--- src/rtl/avr_tx_arbiter.sv ---
// avr_tx_arbiter
// Shares the single FPGA-to-AVR serial transmit channel between NUM_REQ
// requesters. A round-robin grant locks the channel to one requester until that
// requester sends a byte marked last. Transfers need the link-ready signal high
// and the AVR flow control (tx_block) low. Every output is registered.
//
// Optional feature macro: AVR_TX_ARB_TIMEOUT_EN
//   When defined, the lock is force-released (with an abort pulse) after
//   TIMEOUT consecutive LOCKED cycles without a transfer.
//
// Ports:
//   clk          system clock
//   rst_n        asynchronous active-low reset
//   ready        link ready; low stops all activity and drops any lock
//   tx_block     AVR flow control; high stalls byte issue
//   req[i]       requester i has a byte pending (held until ack[i])
//   last[i]      requester i's current byte ends its packet
//   data[8i+7:8i] requester i's byte
//   ack[i]       one-cycle pulse: requester i's byte was taken
//   tx_data      byte to the AVR interface
//   new_tx_data  one-cycle strobe qualifying tx_data
//   owner        current lock owner index
//   owner_valid  high while a lock is held
//   abort        one-cycle pulse: lock lost before the last byte
module avr_tx_arbiter #(
  parameter int NUM_REQ = 4,
  parameter int IDX_W   = 2,
  parameter int TIMEOUT = 1024
) (
  input  logic                 clk,
  input  logic                 rst_n,
  input  logic                 ready,
  input  logic                 tx_block,
  input  logic [NUM_REQ-1:0]   req,
  input  logic [NUM_REQ-1:0]   last,
  input  logic [8*NUM_REQ-1:0] data,
  output logic [NUM_REQ-1:0]   ack,
  output logic [7:0]           tx_data,
  output logic                 new_tx_data,
  output logic [IDX_W-1:0]     owner,
  output logic                 owner_valid,
  output logic                 abort
);

  typedef enum logic [1:0] {
    ST_OFF    = 2'd0,
    ST_IDLE   = 2'd1,
    ST_LOCKED = 2'd2
  } state_t;

  // Reject parameter sets the index and timeout logic cannot represent.
  if (NUM_REQ < 2 || NUM_REQ > 8 || IDX_W < $clog2(NUM_REQ) || TIMEOUT < 2) begin : g_bad_cfg
    $error("avr_tx_arbiter: illegal NUM_REQ/IDX_W/TIMEOUT combination");
  end

  state_t               state_r, state_next_s;
  logic [NUM_REQ-1:0]   ack_r, ack_next_s;
  logic [7:0]           tx_data_r, tx_data_next_s;
  logic                 new_r, new_next_s;
  logic [IDX_W-1:0]     owner_r, owner_next_s;
  logic                 owner_valid_r, owner_valid_next_s;
  logic                 abort_r, abort_next_s;
  logic [IDX_W-1:0]     rr_ptr_r, rr_ptr_next_s;

  logic                 own_req_s, own_last_s, own_ack_s;
  logic [7:0]           own_data_s;
  logic [NUM_REQ-1:0]   owner_oh_s;
  logic [IDX_W:0]       pick_s;
  logic                 xfer_s;
  logic                 timeout_s;

  // Round-robin pick: {found, index} of the first set bit after ptr, wrapping.
  // Scans farthest-to-nearest so the nearest hit is the one left in res.
  function automatic logic [IDX_W:0] rr_pick(input logic [NUM_REQ-1:0] r,
                                             input logic [IDX_W-1:0]   ptr);
    logic [IDX_W:0]   res;
    logic [IDX_W-1:0] k;
    res = '0;
    for (int i = NUM_REQ; i >= 1; i--) begin
      k = IDX_W'((int'(ptr) + i) % NUM_REQ);
      if (r[k]) begin
        res = {1'b1, k};
      end else begin
        res = res;
      end
    end
    return res;
  endfunction

  // Per-owner views of the requester buses, built with constant indices.
  always_comb begin
    own_req_s  = 1'b0;
    own_last_s = 1'b0;
    own_ack_s  = 1'b0;
    own_data_s = 8'h00;
    owner_oh_s = '0;
    for (int i = 0; i < NUM_REQ; i++) begin
      if (IDX_W'(i) == owner_r) begin
        own_req_s     = req[i];
        own_last_s    = last[i];
        own_ack_s     = ack_r[i];
        own_data_s    = data[8*i +: 8];
        owner_oh_s[i] = 1'b1;
      end else begin
        owner_oh_s[i] = 1'b0;
      end
    end
  end

  assign pick_s = rr_pick(req, rr_ptr_r);
  // The ack-high cycle blocks a transfer so a still-high req is not resent.
  assign xfer_s = (state_r == ST_LOCKED) && ready && own_req_s && !tx_block && !own_ack_s;

`ifdef AVR_TX_ARB_TIMEOUT_EN
  localparam int CNT_W = $clog2(TIMEOUT) + 1;
  logic [CNT_W-1:0] idle_cnt_r;

  // Idle counter for the lock: zero outside LOCKED (so zero on entry), cleared by transfers.
  always_ff @(posedge clk or negedge rst_n) begin
    if (!rst_n) begin
      idle_cnt_r <= '0;
    end else if (state_r != ST_LOCKED || xfer_s) begin
      idle_cnt_r <= '0;
    end else begin
      idle_cnt_r <= idle_cnt_r + CNT_W'(1);
    end
  end

  assign timeout_s = (state_r == ST_LOCKED) && !xfer_s && (idle_cnt_r == CNT_W'(TIMEOUT - 1));
`else
  assign timeout_s = 1'b0;
`endif

  // Next-state and next-output logic; registered values hold unless changed.
  always_comb begin
    state_next_s       = state_r;
    ack_next_s         = '0;
    tx_data_next_s     = tx_data_r;
    new_next_s         = 1'b0;
    owner_next_s       = owner_r;
    owner_valid_next_s = owner_valid_r;
    abort_next_s       = 1'b0;
    rr_ptr_next_s      = rr_ptr_r;
    if (!ready) begin
      // Link loss wins over everything, including a transfer on this edge.
      state_next_s       = ST_OFF;
      owner_valid_next_s = 1'b0;
      if (state_r == ST_LOCKED) begin
        abort_next_s = 1'b1;
      end else begin
        abort_next_s = 1'b0;
      end
    end else begin
      case (state_r)
        ST_OFF: begin
          state_next_s = ST_IDLE;
        end
        ST_IDLE: begin
          if (pick_s[IDX_W]) begin
            owner_next_s       = pick_s[IDX_W-1:0];
            owner_valid_next_s = 1'b1;
            state_next_s       = ST_LOCKED;
          end else begin
            state_next_s = ST_IDLE;
          end
        end
        ST_LOCKED: begin
          if (xfer_s) begin
            tx_data_next_s = own_data_s;
            new_next_s     = 1'b1;
            ack_next_s     = owner_oh_s;
            if (own_last_s) begin
              state_next_s       = ST_IDLE;
              rr_ptr_next_s      = owner_r;
              owner_valid_next_s = 1'b0;
            end else begin
              state_next_s = ST_LOCKED;
            end
          end else if (timeout_s) begin
            state_next_s       = ST_IDLE;
            rr_ptr_next_s      = owner_r;
            owner_valid_next_s = 1'b0;
            abort_next_s       = 1'b1;
          end else begin
            state_next_s = ST_LOCKED;
          end
        end
        default: begin
          state_next_s       = ST_OFF;
          owner_valid_next_s = 1'b0;
        end
      endcase
    end
  end

  // State and output registers.
  always_ff @(posedge clk or negedge rst_n) begin
    if (!rst_n) begin
      state_r       <= ST_OFF;
      ack_r         <= '0;
      tx_data_r     <= 8'h00;
      new_r         <= 1'b0;
      owner_r       <= '0;
      owner_valid_r <= 1'b0;
      abort_r       <= 1'b0;
      rr_ptr_r      <= IDX_W'(NUM_REQ - 1);
    end else begin
      state_r       <= state_next_s;
      ack_r         <= ack_next_s;
      tx_data_r     <= tx_data_next_s;
      new_r         <= new_next_s;
      owner_r       <= owner_next_s;
      owner_valid_r <= owner_valid_next_s;
      abort_r       <= abort_next_s;
      rr_ptr_r      <= rr_ptr_next_s;
    end
  end

  assign ack         = ack_r;
  assign tx_data     = tx_data_r;
  assign new_tx_data = new_r;
  assign owner       = owner_r;
  assign owner_valid = owner_valid_r;
  assign abort       = abort_r;

endmodule

--- config.mk ---
export PLATFORM = sky130hd
export DESIGN_NAME = avr_tx_arbiter
export DESIGN_NICKNAME = d
export VERILOG_FILES = /design/src/rtl/avr_tx_arbiter.sv
export SDC_FILE = /design/constraint.sdc
export NUM_CORES = 1
export LEC_CHECK = 0
export ABC_CLOCK_PERIOD_IN_PS = 4500
export CAP_MARGIN = 5
export CORE_MARGIN = 1.5
export CORE_UTILIZATION = 42
export CTS_CLUSTER_DIAMETER = 150
export DETAILED_ROUTE_END_ITERATION = 8
export PLACE_DENSITY = 0.84
export SLEW_MARGIN = 25
export SYNTH_ARGS = -nofsm -noshare
export SYNTH_HDL_FRONTEND = slang
export SYNTH_SLANG_ARGS = --single-unit
--- constraint.sdc ---
create_clock -name clk -period 4.5 [get_ports clk]
set_clock_uncertainty 0.2 [all_clocks]
set_input_delay 0.9 -clock clk [delete_from_list [all_inputs] [get_ports clk]]
set_output_delay 0.9 -clock clk [all_outputs]
set_load 0.02 [all_outputs]
==> impl_metrics.ini, run 1 <==
[synthesis]
synth_cell_types = 33
synth_top_flop_cell = dfrtp_1
synth-edff-count = 0
syn_inst = 88
syn_area_per_cell_um2 = 13.4
async_reset_ff_frac = 1.00
yosys_warnings = 0
ys_ff_latch = 21
synthesis.nets = 132
syn-cell-area_um2 = 1180
ys_seq_area_frac = 0.447

[route]
num_vias = 976
wl_per_cell_um = 16.0
ant_nets = 0
drt-pass1-iter-count = 4
avgViaCountPerCell = 5.45
wl_um = 2860
route.detailed.drc = 0
drtIter0Drc = 17

[global_route]
overflow = 0
grt_pass1_vias = 1023
grt_use_total = 0.196
antenna_found_initial = 0
grt_pass1_wl_um = 4760
grt_max_degree = 22

[worst_setup_path]
crit_arrival_ps = 1930
crit_fanout = 18
cpPeakStageDelay_ps = 880
cpLargestDelayFamily = flip-flops
crit_slowest_cell = dfrtp_1
required_ps = 3400
critPathLaunchType = register
crit_buf_inv = 1
endpoint_kind = output pin
crit_type = reg -> out
crit_chain = clkdlybuf4s50_1
r2r_slack_ps = 1980

[clock_network]
postCtsHoldBufs = 0
clockRootBuffer = clkbuf_4
ctsResizeCount = 0
htreeDepth = 1
cts.sinks = 21
cts_tree = built
clkTransAtPathRegs_ps = 120
clock_path_buffers = 2
cts_inserted_buffers = 3
clkLatencyLatePin_ps = 310
post-cts-setup-buffers = 0

[layout]
area_growth_pct = 54.0
fillers = 225
finish.utilization = 0.672
final_common_cell = clkdlybuf4s50_1
antenna_cells = 0
nets = 193
multi_input_area_um2 = 627
mostFrequentLayoutCells = clkdlybuf4s50_1 (59), dfrtp_1 (19), mux2_2 (12), nor2_1 (7), mux4_2 (6)
finalInstanceArea_um2 = 1820
layout-drive-gt1-share = 0.189
fin_cells = 179
register_area_um2 = 528

[floorplan]
core_um2 = 2710
start_util = 0.436
pin_count = 61
std_cell_rows = 19
die_x_um = 56.1
dieHeight_um = 56.1
dieArea_um2 = 3140

[timing]
finalMaxSlewViolations = 0
tightestPinTransition_ps = 791
fmax_mhz = 330
period_minus_slack_ps = 3030
hold_viol = 0
setup_viol = 0
tns_ps = 0
max_slew_margin = 0.473
finalCritPeriodShare = 0.674
grt_setup_unrepaired = false

[power_and_ir_drop]
p_per_area_nw_per_um2 = 449
fin_total_pwr_w = 0.000818
leakage_nw = 0.727
vdd_drop_max_mv = 0.393

[placement]
port-buffer-count = 60
place_congestion = 0.807
placed_cells_incl_taps = 175
dp_hpwl_um = 2220
placedInstanceArea_um2 = 1800

[status]
outcome = completed

[job]
maxCapViolCount = 0

[worst_hold_path]
hp-class = in -> async
-- area by class of cell --
class,count,area share
multi-input combinational,62,0.344
clock inverter,1,0.00275
clock buffer,3,0.0124
sequential,21,0.290
inverter,1,0.00206
tap,31,0.0213
timing repair buffer,60,0.327
-- routing by layer --
| metal | GRT usage | vias up | wire length, µm |
|---|---|---|---|
| li1 | - | 454 | - |
| met1 | 0.245 | 487 | 1200 |
| met2 | 0.343 | 32 | 1490 |
| met3 | 0.0372 | 3 | 142 |
| met4 | 0.0612 | 0 | 31 |
| met5 | 0 | - | 0 |
-- cell usage after synthesis, types with 2 or more instances --
cell type	instances	area share
nand2b_1	3	0.016
mux4_2	6	0.11
nand2_1	4	0.013
a21oi_1	2	0.0085
nor2b_1	5	0.026
nand3b_1	3	0.019
dfstp_2	2	0.044
mux4_1	3	0.067
nor2_1	7	0.022
mux2_2	12	0.11
dfrtp_1	19	0.40
-- per-stage QoR --
step | worst slack, ps | hold WS [ps]
detailed placement | 1360 | 296
global placement | 1440 | 291
floorplan | 2040 | 284
finish | 1470 | 314
CTS | 1430 | 324
global route | 1330 | 338
-- where the power goes --
group	leakage, nW	internal, W	switching, W
Combinational	0.439	0.000240	0.000150
Clock	0.0177	0.0000332	0.0000588
Sequential	0.270	0.000247	0.0000888
-- kinds of logic (layout without fill, tap and decap cells) --
logic type / count (synthesis) / after routing / share of synthesized area
AND/OR/NAND/NOR: 27 / 27 / 0.128
flip-flops: 21 / 21 / 0.447
buffers and inverters: 5 / 65 / 0.0233
multiplexers: 22 / 22 / 0.308
AO/OA/AOI/OAI: 13 / 13 / 0.0942
-- registers in the layout, indices dropped and copies added (netlist names) --
name	cells
rr_ptr_r	2
ack	4
tx_data	8
owner_valid	1
abort	1
state_r	2
owner	2
new_tx_data	1
-- final timing paths --
check | start | to | depth (start not counted)
setup / recovery | owner[0]$_DFFE_PN0P_ | owner[0] | 1
setup reg to reg | owner[0]$_DFFE_PN0P_ | tx_data[6]$_DFFE_PN0P_ | 4
min in group clk | tx_data[1]$_DFFE_PN0P_ | tx_data[1]$_DFFE_PN0P_ | 1
hold / removal | rst_n | owner_valid$_DFFE_PN0P_ | 1
hold reg to reg | tx_data[1]$_DFFE_PN0P_ | tx_data[1]$_DFFE_PN0P_ | 1
max in group asynchronous | rst_n | rr_ptr_r[1]$_DFFE_PN1P_ | 1
(Power assumes the default switching activity.)
==> inputs of run 2 (changes only) <==
--- a/config.mk
+++ b/config.mk
@@ -5,13 +5,13 @@
 export SDC_FILE = /design/constraint.sdc
 export NUM_CORES = 1
 export LEC_CHECK = 0
-export ABC_CLOCK_PERIOD_IN_PS = 4500
+export ABC_CLOCK_PERIOD_IN_PS = 2490
 export CAP_MARGIN = 5
 export CORE_MARGIN = 1.5
-export CORE_UTILIZATION = 42
+export CORE_UTILIZATION = 35
 export CTS_CLUSTER_DIAMETER = 150
 export DETAILED_ROUTE_END_ITERATION = 8
-export PLACE_DENSITY = 0.84
+export PLACE_DENSITY = 0.75
 export SLEW_MARGIN = 25
 export SYNTH_ARGS = -nofsm -noshare
 export SYNTH_HDL_FRONTEND = slang
==> constraint.sdc (replaced) <==
create_clock -name clk -period 2.49 [get_ports clk]
set_clock_uncertainty 0.2 [all_clocks]
set_input_delay 0.498 -clock clk [delete_from_list [all_inputs] [get_ports clk]]
set_output_delay 0.498 -clock clk [all_outputs]
set_load 0.02 [all_outputs]
==> impl_metrics.ini, run 2 (synthesis results as in run 1) <==
[layout]
antenna_cells = 0
fin_cells = 201
finish.utilization = 0.610
layout-drive-gt1-share = 0.223
largest_reg_flops = 8
area_growth_pct = 61.4
mostFrequentLayoutCells = clkdlybuf4s50_1 (60), dfrtp_1 (19), mux2_2 (12), buf_4 (9), nor2_1 (7)
nets = 202
final_common_cell = clkdlybuf4s50_1

[global_route]
grt_pass1_wl_um = 4630
met1_usage = 0.191
busiest_layer = met2
overflow = 0
grt_use_total = 0.170
antenna_found_initial = 0
grtUsageMet2 = 0.307
grt_max_degree = 22
grtUsageMet3 = 0.0525
grt_pass1_vias = 1062

[route]
drtIter0Drc = 20
ant_nets = 0
wl_um = 3070
drt-pass1-iter-count = 4
route.detailed.drc = 0
num_vias = 1029
avgViaCountPerCell = 5.12
wl_per_cell_um = 15.3

[status]
outcome = completed

[worst_setup_path]
crit_arrival_ps = 2320
endpoint_kind = register
endpoint = tx_data[3]$_DFFE_PN0P_
rr_endpoint = tx_data[3]$_DFFE_PN0P_
required_ps = 2480
r2r_start = owner[0]$_DFFE_PN0P_
r2r_slack_ps = 320
crit_chain = clkdlybuf4s50_1 > or3b_1 > mux2_4 > a21oi_4 > mux2_2
crit_type = in -> reg
crit_fanout = 9
crit_path_start = req[2]
cpPeakStageDelay_ps = 480
ff2ff_path_depth = 4
crit_slowest_cell = clkdlybuf4s50_1
critPathLaunchType = input port

[clock_network]
ctsResizeCount = 0
cts_tree = built
postCtsHoldBufs = 0
clock_path_buffers = 2
clkLatencyLatePin_ps = 300
cts_inserted_buffers = 3
clockRootBuffer = clkbuf_4
htreeDepth = 1
clkTransAtPathRegs_ps = 110
post-cts-setup-buffers = 0
cts.sinks = 21

[floorplan]
pin_count = 61
std_cell_rows = 20
dieHeight_um = 61.1
start_util = 0.378
die_x_um = 61.1
core_um2 = 3130
dieArea_um2 = 3740

[timing]
finalMaxSlewViolations = 0
finalCritPeriodShare = 0.934
hold_viol = 0
max_slew_margin = 0.672
grt_setup_unrepaired = false
setup_slack_ps = 165
fmax_mhz = 430
setup_viol = 0
tightestPinTransition_ps = 490
tns_ps = 0
period_minus_slack_ps = 2320

[power_and_ir_drop]
leakage_nw = 0.768
p_per_area_nw_per_um2 = 790
vdd_drop_max_mv = 0.354
fin_total_pwr_w = 0.00151

[placement]
pre_cts_ws_ps = -155
place_congestion = 0.712
dp_hpwl_um = 2450
port-buffer-count = 60
placed_cells_incl_taps = 197

[worst_hold_path]
hp-class = reg -> reg

[job]
maxCapViolCount = 0
-- run 2: changes by cell type in the layout (fill, tap and decap cells not counted) --
cell	change
clkdlybuf4s50_1	+1
buf_2	-1
buf_4	+9
clkbuf_1	+1
clkinv_2	-1
-- run 2: stage by stage --
| stage | cell area (µm²) | hold slack [ps] |
|---|---|---|
| finish | 1910 | 321 |
| global route | 1910 | 341 |
| CTS | 1910 | 324 |
| detailed placement | 1880 | 299 |
| global placement | 1880 | 294 |
| floorplan | 1180 | 2.41 |
-- run 2: layer usage --
layer | routed length [µm] | share of wire
met2 | 1560 | 0.51
met5 | 0 | 0
met4 | 23 | 0.0075
met3 | 270 | 0.088
met1 | 1220 | 0.40
-- run 2: worst min path at each step --
stage               depth (start not counted)  slack [ps]                      to                   start
finish                                      1         320  tx_data[0]$_DFFE_PN0P_  tx_data[0]$_DFFE_PN0P_
global route                                1         340  tx_data[0]$_DFFE_PN0P_  tx_data[0]$_DFFE_PN0P_
CTS                                         1         320  tx_data[0]$_DFFE_PN0P_  tx_data[0]$_DFFE_PN0P_
detailed placement                          1         300  tx_data[0]$_DFFE_PN0P_  tx_data[0]$_DFFE_PN0P_
global placement                            1         290  tx_data[6]$_DFFE_PN0P_  tx_data[6]$_DFFE_PN0P_
floorplan                                   0           2         abort$_DFF_PN0_                   rst_n
-- run 2: worst max-delay path: cells and delay by family --
family	cells	cell delay, ps
compound gates	1	280
buf+inv	1	480
simple gates	1	370
mux	2	680
-- run 2: area by class of cell --
cell class	instances	area, µm²
sequential	21	528
clock buffer	4	26.3
multi-input combinational	62	627
inverter	1	3.75
fill	258	1220
tap	44	55.1
timing repair buffer	69	668
-- run 2: where the power goes --
part / switching (W) / internal (W) / total [W] / leakage [nW]
registers: 0.0000936 / 0.000449 / 0.000542 / 0.270
clock network: 0.0000965 / 0.0000624 / 0.000159 / 0.0150
logic: 0.000340 / 0.000467 / 0.000807 / 0.483
total: 0.000530 / 0.000978 / 0.00151 / 0.768
